==> src/rtl/video_timing_ctrl.sv <==
// Raster timing controller: col/row/frame counters, DE and frame/line strobes.
// Optional config validation when VIDEO_TIMING_CFG_CHECK_EN is defined.
module video_timing_ctrl #(
   parameter int CNT_W          = 11,
   parameter int DEF_COL_TOTAL  = 10,
   parameter int DEF_COL_ACTIVE = 8,
   parameter int DEF_ROW_TOTAL  = 8,
   parameter int DEF_ROW_ACTIVE = 6
) (
   input  logic             clk_i,
   input  logic             rst_ni,
   input  logic             en_i,
   input  logic             cfg_valid_i,
   output logic             cfg_ready_o,
   input  logic [CNT_W-1:0] cfg_col_total_i,
   input  logic [CNT_W-1:0] cfg_col_active_i,
   input  logic [CNT_W-1:0] cfg_row_total_i,
   input  logic [CNT_W-1:0] cfg_row_active_i,
   output logic             cfg_err_o,
   output logic             busy_o,
   output logic [CNT_W-1:0] col_o,
   output logic [CNT_W-1:0] row_o,
   output logic [CNT_W-1:0] frm_o,
   output logic             de_o,
   output logic             sof_o,
   output logic             eol_o,
   output logic             eof_o
);

   typedef enum logic [1:0] {
      IDLE,
      RUN,
      DRAIN
   } state_t;

   state_t           state_q;
   state_t           state_d;
   logic [CNT_W-1:0] col_q;
   logic [CNT_W-1:0] col_d;
   logic [CNT_W-1:0] row_q;
   logic [CNT_W-1:0] row_d;
   logic [CNT_W-1:0] frm_q;

   logic [CNT_W-1:0] act_ct_q;
   logic [CNT_W-1:0] act_ca_q;
   logic [CNT_W-1:0] act_rt_q;
   logic [CNT_W-1:0] act_ra_q;
   logic [CNT_W-1:0] pnd_ct_q;
   logic [CNT_W-1:0] pnd_ca_q;
   logic [CNT_W-1:0] pnd_rt_q;
   logic [CNT_W-1:0] pnd_ra_q;
   logic             pnd_q;
   logic             err_q;

   logic             run;
   logic             eol;
   logic             eof;
   logic             xfer;
   logic             cfg_ok;
   logic             apply;

   assign run   = (state_q != IDLE);
   assign eol   = run && (col_q == act_ct_q - CNT_W'(1));
   assign eof   = eol && (row_q == act_rt_q - CNT_W'(1));
   assign xfer  = cfg_valid_i && !pnd_q;
   // Pending timing lands only between frames so the raster never tears.
   assign apply = pnd_q && (!run || eof);

`ifdef VIDEO_TIMING_CFG_CHECK_EN
   assign cfg_ok = (cfg_col_total_i >= CNT_W'(2))
                && (cfg_col_active_i != '0)
                && (cfg_col_active_i <= cfg_col_total_i)
                && (cfg_row_total_i >= CNT_W'(2))
                && (cfg_row_active_i != '0)
                && (cfg_row_active_i <= cfg_row_total_i);
`else
   assign cfg_ok = 1'b1;
`endif

   assign cfg_ready_o = !pnd_q;
   assign cfg_err_o   = err_q;
   assign busy_o      = run;
   assign col_o       = col_q;
   assign row_o       = row_q;
   assign frm_o       = frm_q;
   assign de_o        = run && (col_q < act_ca_q) && (row_q < act_ra_q);
   assign sof_o       = run && (col_q == '0) && (row_q == '0);
   assign eol_o       = eol;
   assign eof_o       = eof;

   // Next state and raster counter stepping.
   always_comb begin
      state_d = state_q;
      col_d   = col_q;
      row_d   = row_q;
      unique case (state_q)
         IDLE: begin
            col_d = '0;
            row_d = '0;
            if (en_i) state_d = RUN;
         end
         RUN, DRAIN: begin
            if (eol) begin
               col_d = '0;
               row_d = eof ? '0 : row_q + CNT_W'(1);
            end else begin
               col_d = col_q + CNT_W'(1);
            end
            if (eof) state_d = en_i ? RUN : IDLE;
            else     state_d = en_i ? RUN : DRAIN;
         end
         default: state_d = IDLE;
      endcase
   end

   // State, counters and frame count.
   always_ff @(posedge clk_i or negedge rst_ni) begin
      if (!rst_ni) begin
         state_q <= IDLE;
         col_q   <= '0;
         row_q   <= '0;
         frm_q   <= '0;
      end else begin
         state_q <= state_d;
         col_q   <= col_d;
         row_q   <= row_d;
         if (eof) frm_q <= frm_q + CNT_W'(1);
      end
   end

   // Config capture, rejection pulse and frame-boundary apply.
   always_ff @(posedge clk_i or negedge rst_ni) begin
      if (!rst_ni) begin
         act_ct_q <= CNT_W'(DEF_COL_TOTAL);
         act_ca_q <= CNT_W'(DEF_COL_ACTIVE);
         act_rt_q <= CNT_W'(DEF_ROW_TOTAL);
         act_ra_q <= CNT_W'(DEF_ROW_ACTIVE);
         pnd_ct_q <= '0;
         pnd_ca_q <= '0;
         pnd_rt_q <= '0;
         pnd_ra_q <= '0;
         pnd_q    <= 1'b0;
         err_q    <= 1'b0;
      end else begin
         err_q <= xfer && !cfg_ok;
         if (apply) begin
            act_ct_q <= pnd_ct_q;
            act_ca_q <= pnd_ca_q;
            act_rt_q <= pnd_rt_q;
            act_ra_q <= pnd_ra_q;
            pnd_q    <= 1'b0;
         end else if (xfer && cfg_ok) begin
            pnd_ct_q <= cfg_col_total_i;
            pnd_ca_q <= cfg_col_active_i;
            pnd_rt_q <= cfg_row_total_i;
            pnd_ra_q <= cfg_row_active_i;
            pnd_q    <= 1'b1;
         end
      end
   end

endmodule

==> config.mk <==
export PLATFORM = sky130hd
export DESIGN_NAME = video_timing_ctrl
export DESIGN_NICKNAME = d
export VERILOG_FILES = /design/src/rtl/video_timing_ctrl.sv
export SDC_FILE = /design/constraint.sdc
export NUM_CORES = 1
export LEC_CHECK = 0
export CAP_MARGIN = 20
export CORE_MARGIN = 5
export CORE_UTILIZATION = 56
export DETAILED_ROUTE_END_ITERATION = 8
export PLACE_DENSITY = 0.77
export SLEW_MARGIN = 5
export SYNTH_ARGS = -nofsm -noshare
export SYNTH_HDL_FRONTEND = slang
export SYNTH_SLANG_ARGS = --single-unit
==> constraint.sdc <==
create_clock -name clk_i -period 4 [get_ports clk_i]
set_clock_uncertainty 0.15 [all_clocks]
set_input_delay 0.4 -clock clk_i [delete_from_list [all_inputs] [get_ports clk_i]]
set_output_delay 0.4 -clock clk_i [all_outputs]
set_load 0.02 [all_outputs]
==> results.yml, run 1 <==
clock_tree:
  clk_path_buf_depth: 2
  cts_tree: "yes"
  numCtsBuffers: 17
  root_buffer: "clkbuf_16"
  cts-htree-levels: 4
  clk_pin_slew_ns: 0.05
  clock_latency_ns: 0.41
  post_cts_buffers: 0
  clock_sinks: 124
place:
  post-place-ws_ns: 0.563
  hpwlAfterDp_mm: 11.0
  gp_congestion: 0.894
  place_area_um2: 7580
  port_buffers: 86
power_and_ir_drop:
  p_clk_share_pct: 27.9
  p_seq_share_pct: 37.2
  p_int_w: 0.00390
  vdd_drop_max_mv: 0.508
  sw_frac_of_total_pct: 33.0
  power_density_nw_per_um2: 707
  p_leak_nw: 3.61
  power_frac_comb_pct: 34.9
  power.switching_w: 0.00192
global_route:
  grt_max_degree: 70
  grt_pass1_wl_mm: 26.6
  grt_pass1_vias: 5288
  grt_overflow: 0
  antenna_found_initial: 0
  track_usage_pct: 23.5
worst_setup_path:
  cpLargestDelayFamily: "compound AO/OA/AOI/OAI gates"
  cp-start-kind: "flop"
  cp_max_fo: 7
  cpPeakStageDelay_ns: 0.65
  critPathArrivalTime_ns: 3.30
  crit_cells: 9
  crit_buf_inv: 1
  crit_path_end_kind: "output port"
  r2r_cells: 9
  path_cells: "ha_1 -> a21o_1 -> a21o_1 -> a21o_1 -> a21o_1 -> a211oi_1 -> o21ai_0 -> a41oi_1 -> clkdlybuf4s50_1"
  cp.required_ns: 3.45
  setup.worst_path.class: "reg2out"
  worst_path_most_repeated_cell: "a21o_1"
  crit_path_top_delay_cell: "clkdlybuf4s50_1"
cells_and_area:
  layout-drive-gt1-share_pct: 17.3
  fin_util_pct: 71.5
  syn2layout_area_growth_pct: 24.3
  stdcell_area_um2: 8230
  diodes: 0
  nNetsFinal: 758
floorplanning:
  dieWidth_um: 119
  fp-row-count: 39
  core_area_um2: 11500
  io_pins: 88
  die_h_um: 119
  initial_core_util_pct: 57.5
  die_area_um2: 14100
drt:
  drtIter0Drc: 251
  first_pass_iters: 5
  drtAntennaViolNets: 0
  drc_errors: 0
  vias_per_cell: 5.79
  wl_per_cell_um: 18.2
  wl_mm: 15.2
  vias: 4837
synth:
  yosys_warnings: 0
  synthCells: 597
  async_flop_share_pct: 100
  synth.distinct_cells: 59
  synth_seq_area_share_pct: 46.9
  synth_area_um2: 6630
  syn_nets: 674
  syn_avg_cell_area_um2: 11.1
  synth_ff_type: "dfrtp_1"
  ys_seq_elements: 124
  synth_edf_count: 0
sta:
  hold_violations: 0
  clock.fmax_mhz: 260
  rsz0062_at_grt: "no"
  setup_tns_ns: 0
  setup_viol: 0
  worstMarginPinSlew_ns: 0.902
  slew_headroom_pct: 39.9
  fin_crit_sh_pct: 96.3
  finalCriticalPeriod_ns: 3.85
  whs_ns: 0.329
  maxSlewViolCount: 0
  fin_ws_ns: 0.150
worst_hold_path:
  hold_path.class: "reg2reg"
  whs_path_depth: 1
flow_run:
  max_cap_violations: 0
run_status:
  outcome: "finished, final reports clean"
[worst register-to-register path, stage by stage (launching register included)]
cell       delay, ns
dfrtp_1         0.42
inv_1           0.09
ha_1            0.24
nand2b_1        0.12
or4b_1          0.54
a2111oi_0       0.56
nand4_1         0.20
or2_1           0.41
o31ai_1         0.33
a22o_1          0.16
[area by class of cell]
| type | count | area (um2) |
|---|---|---|
| timing repair buffer | 97 | 943 |
| clock buffer | 24 | 492 |
| tap | 143 | 179 |
| clock inverter | 7 | 135 |
| sequential | 124 | 3110 |
| inverter | 41 | 154 |
| multi-input combinational | 400 | 3220 |
| fill | 828 | 3280 |
[cell usage in the layout (no fill, tap or decap), types with 3 or more instances in the layout]
cell type        netlist  final
clkinv_2               0      3
nand3_1               15     15
a22o_1                11     11
nor3_1                13     13
bufinv_16              0      4
xnor2_1               21     21
a211oi_1               3      3
mux2_1                32     32
nor4_1                10     10
a2bb2oi_1              8      8
nor2_1                18     18
clkbuf_8               0      4
or2_2                  4      4
mux2_2                58     58
nand4_1                8      8
nand2_1               38     38
o21ai_0               18     18
inv_1                 41     41
a31o_2                 3      3
mux2i_1                3      3
dfrtp_1              118    118
a21oi_1               14     14
dfstp_2                6      6
a21o_1                 9      9
nand3b_1               3      3
or4_1                  3      3
nand2b_1              10     10
xor2_1                13     13
or3_1                  6      6
clkbuf_16              0     17
clkdlybuf4s50_1        0     85
ha_1                  29     29
o31ai_1               12     12
buf_4                  2     11
clkbuf_1              20      3
[state kept, by name, summed over array words and instances, names as in the netlist]
| signal | cells |
|---|---|
| pnd_ca_q | 11 |
| pnd_ra_q | 11 |
| act_rt_q | 11 |
| act_ca_q | 11 |
| row_o | 11 |
| act_ra_q | 11 |
| frm_o | 11 |
| col_o | 11 |
| pnd_rt_q | 11 |
| act_ct_q | 11 |
| pnd_q | 1 |
| pnd_ct_q | 11 |
| state_q | 2 |
[Yosys cell counts, drive strengths merged, types with 4 or more instances]
| cell type | count | area share, % |
|---|---|---|
| xnor2 | 21 | 2.8 |
| a21o | 9 | 1.0 |
| nand2b | 10 | 0.94 |
| nor2 | 18 | 1.0 |
| ha | 29 | 5.5 |
| mux2 | 90 | 15 |
| or4 | 4 | 0.51 |
| a22o | 11 | 1.5 |
| xor2 | 13 | 1.7 |
| dfrtp | 118 | 45 |
| buf | 12 | 1.3 |
| inv | 41 | 2.3 |
| or2 | 5 | 0.47 |
| nand2 | 38 | 2.2 |
| dfstp | 6 | 2.4 |
| nor2b | 4 | 0.49 |
| nand4 | 9 | 0.94 |
| a21oi | 14 | 1.1 |
| nand3 | 16 | 1.3 |
| nor3 | 13 | 0.98 |
| clkbuf | 20 | 1.1 |
| or3 | 6 | 0.57 |
| nor4 | 11 | 1.1 |
| a2bb2oi | 8 | 1.1 |
| o21ai | 19 | 1.6 |
| o31ai | 12 | 1.4 |
[layer usage]
layer | GRT usage (%) | wire (um)
met1 | 28.8 | 6580
met2 | 40.2 | 7700
met4 | 7.46 | 244
met3 | 6.45 | 698
met5 | 0 | 0
[what timing repair did]
| action | CTS | global route |
|---|---|---|
| hold buffers | 1 | 0 |
| hold endpoints to repair | 45 | 0 |
| gates resized for setup | 0 | 3 |
| setup endpoints to repair | 0 | 2 |
[cells by family after synthesis]
kind of cell / share of synthesized area (%)
DFF: 46.9
xor gates and xnor gates: 4.49
and+or+nand+nor: 11.4
buffers and inverters: 4.76
other: 0.0566
adders and majority gates: 5.48
AOI/OAI and AO/OA: 11.1
muxes: 15.8
[final timing paths]
path	start	endpoint	slack (ns)
worst max register to register	act_ct_q[0]$_DFFE_PN0P_	row_o[4]$_DFFE_PN0P_	0.71
worst max-delay path	row_o[1]$_DFFE_PN0P_	de_o	0.15
worst min register to register	pnd_ca_q[9]$_DFFE_PN0P_	act_ca_q[9]$_DFFE_PN0P_	0.33
worst min-delay path	pnd_ca_q[9]$_DFFE_PN0P_	act_ca_q[9]$_DFFE_PN0P_	0.33
max in group asynchronous	rst_ni	act_ct_q[1]$_DFFE_PN1P_	2.25
min in group asynchronous	rst_ni	pnd_rt_q[9]$_DFFE_PN0P_	0.51
[power groups by stage]
stage               sequential, W  combinational, W  clock [W]
finish                    0.00217           0.00203    0.00162
floorplan                 0.00204           0.00159          0
global route              0.00224           0.00228    0.00172
CTS                       0.00217           0.00205    0.00165
detailed placement        0.00219           0.00203          0
global placement          0.00215           0.00195          0
[stage by stage]
step,power (W),cells
after floorplan,0.00363,597
after global placement,0.00411,804
after detailed placement,0.00421,804
after CTS,0.00587,836
after global routing,0.00624,836
final,0.00582,836
(Power assumes the default switching activity.)
==> run 2, diff against run 1 <==
CORE_MARGIN = unset   (was 5)
==> results.yml, run 2 (synthesis results as in run 1) <==
run_status:
  outcome: "finished, final reports clean"
sta:
  setup_viol: 0
  slew_headroom_pct: 41.2
  setup_tns_ns: 0
  hold_violations: 0
  clock.fmax_mhz: 262
  finalCriticalPeriod_ns: 3.81
  rsz0062_at_grt: "no"
  fin_crit_sh_pct: 95.3
  worstMarginPinSlew_ns: 0.879
  maxSlewViolCount: 0
worst_setup_path:
  setup.worst_path.class: "reg2out"
  r2r_start: "act_ct_q[0]$_DFFE_PN0P_"
  cp.required_ns: 3.45
  cp-start-kind: "flop"
  crit_path_end_kind: "output port"
  r2r_end: "row_o[10]$_DFFE_PN0P_"
  cp_max_fo: 6
  critPathArrivalTime_ns: 3.26
  reg2reg_slack_ns: 0.61
  r2r_cells: 9
clock_tree:
  clk_path_buf_depth: 2
  clock_sinks: 124
  cts-htree-levels: 4
  clock_latency_ns: 0.41
  cts_tree: "yes"
  root_buffer: "clkbuf_16"
  post_cts_buffers: 0
  clk_pin_slew_ns: 0.06
  numCtsBuffers: 17
global_route:
  grt_max_degree: 85
  antenna_found_initial: 0
  track_usage_pct: 25.8
  grt_pass1_vias: 5152
  grt_overflow: 0
  grt_pass1_wl_mm: 25.2
worst_hold_path:
  hold_path.class: "in2async"
cells_and_area:
  syn2layout_area_growth_pct: 23.5
  seq_area_um2: 3110
  layout-drive-gt1-share_pct: 17.0
  mostFrequentLayoutCells: "dfrtp_1 (118), clkdlybuf4s50_1 (85), mux2_2 (58), inv_1 (41), nand2_1 (38)"
  mostFrequentLayoutCell: "dfrtp_1"
  diodes: 0
  fill_cells: 810
  multi_input_area_um2: 3210
  nNetsFinal: 757
place:
  port_buffers: 86
  hpwlAfterDp_mm: 10.0
  gp_congestion: 0.882
drt:
  drc_errors: 0
  drtIter0Drc: 235
  wl_per_cell_um: 17.3
  wl_mm: 14.5
  drtAntennaViolNets: 0
  first_pass_iters: 5
  vias_per_cell: 5.82
  vias: 4868
floorplanning:
  die_h_um: 111
  fp-row-count: 39
  dieWidth_um: 111
  core_area_um2: 11500
  io_pins: 88
  initial_core_util_pct: 57.8
  die_area_um2: 12300
power_and_ir_drop:
  p_leak_nw: 3.59
  power_w: 0.00566
  vdd_drop_max_mv: 0.558
  power_density_nw_per_um2: 692
flow_run:
  max_cap_violations: 0
-- run 2: metal layers --
| metal | GRT usage [%] | vias up | part of all wire [%] |
|---|---|---|---|
| met5 | 0 | - | 0 |
| met4 | 9.24 | 0 | 2.0 |
| met3 | 7.00 | 22 | 5.4 |
| met2 | 43.5 | 149 | 50 |
| met1 | 32.0 | 2388 | 42 |
| li1 | - | 2309 | - |
-- run 2: layout make-up --
type,instances,area share (%)
well taps,143,2.19
flip-flops and latches,124,38.0
clock buffers,25,6.05
inverters,41,1.88
repair buffers,96,11.8
clock inverters,7,0.764
multi-input cells,400,39.3
-- run 2: worst max-delay path by stage --
stage,start,endpoint,slack [ns],cells past startpoint
2_1_floorplan,act_ct_q[4]$_DFFE_PN0P_,act_rt_q[6]$_DFFE_PN0P_,1.07,9
3_3_place_gp,act_ct_q[0]$_DFFE_PN0P_,eol_o,0.74,10
3_5_place_dp,act_ct_q[0]$_DFFE_PN0P_,eol_o,0.70,9
4_1_cts,act_rt_q[6]$_DFFE_PN0P_,eof_o,0.18,7
5_1_grt,act_ct_q[0]$_DFFE_PN0P_,eol_o,0.05,10
6_report,act_rt_q[6]$_DFFE_PN0P_,eof_o,0.19,7
-- run 2: per-stage QoR --
| step | instances | cell area [um2] | setup slack, ns | util [%] | hold WS, ns |
|---|---|---|---|---|---|
| 2_1_floorplan | 597 | 6630 | 1.07 | - | -0.0456 |
| 3_3_place_gp | 802 | 7580 | 0.742 | 66.1 | 0.306 |
| 3_5_place_dp | 802 | 7580 | 0.700 | 66.1 | 0.314 |
| 4_1_cts | 834 | 8140 | 0.182 | 71.0 | 0.0690 |
| 5_1_grt | 836 | 8180 | 0.0452 | 71.4 | 0.342 |
| 6_report | 836 | 8180 | 0.186 | 71.4 | 0.310 |
-- run 2: worst max-delay path, cell delays in order, from the launching register on --
cell	delay (ns)
dfrtp_1	0.44
or3_1	0.44
nor4_1	0.31
o2111ai_1	0.14
a2111oi_0	0.37
and4_1	0.27
nor2b_4	0.24
clkdlybuf4s50_1	0.64
-- run 2: timing repair --
item | CTS | global route
setup endpoints to repair | 0 | 1
endpoints found under the hold margin | 0 | 27
gates resized for setup | 0 | 1
hold buffers | 0 | 1
-- run 2: power breakdown --
group	leakage, nW	internal, W	switching [W]
sequential	1.52	0.00178	0.000395
clock	0.277	0.000914	0.000521
combinational	1.79	0.00103	0.00103
total	3.59	0.00372	0.00194
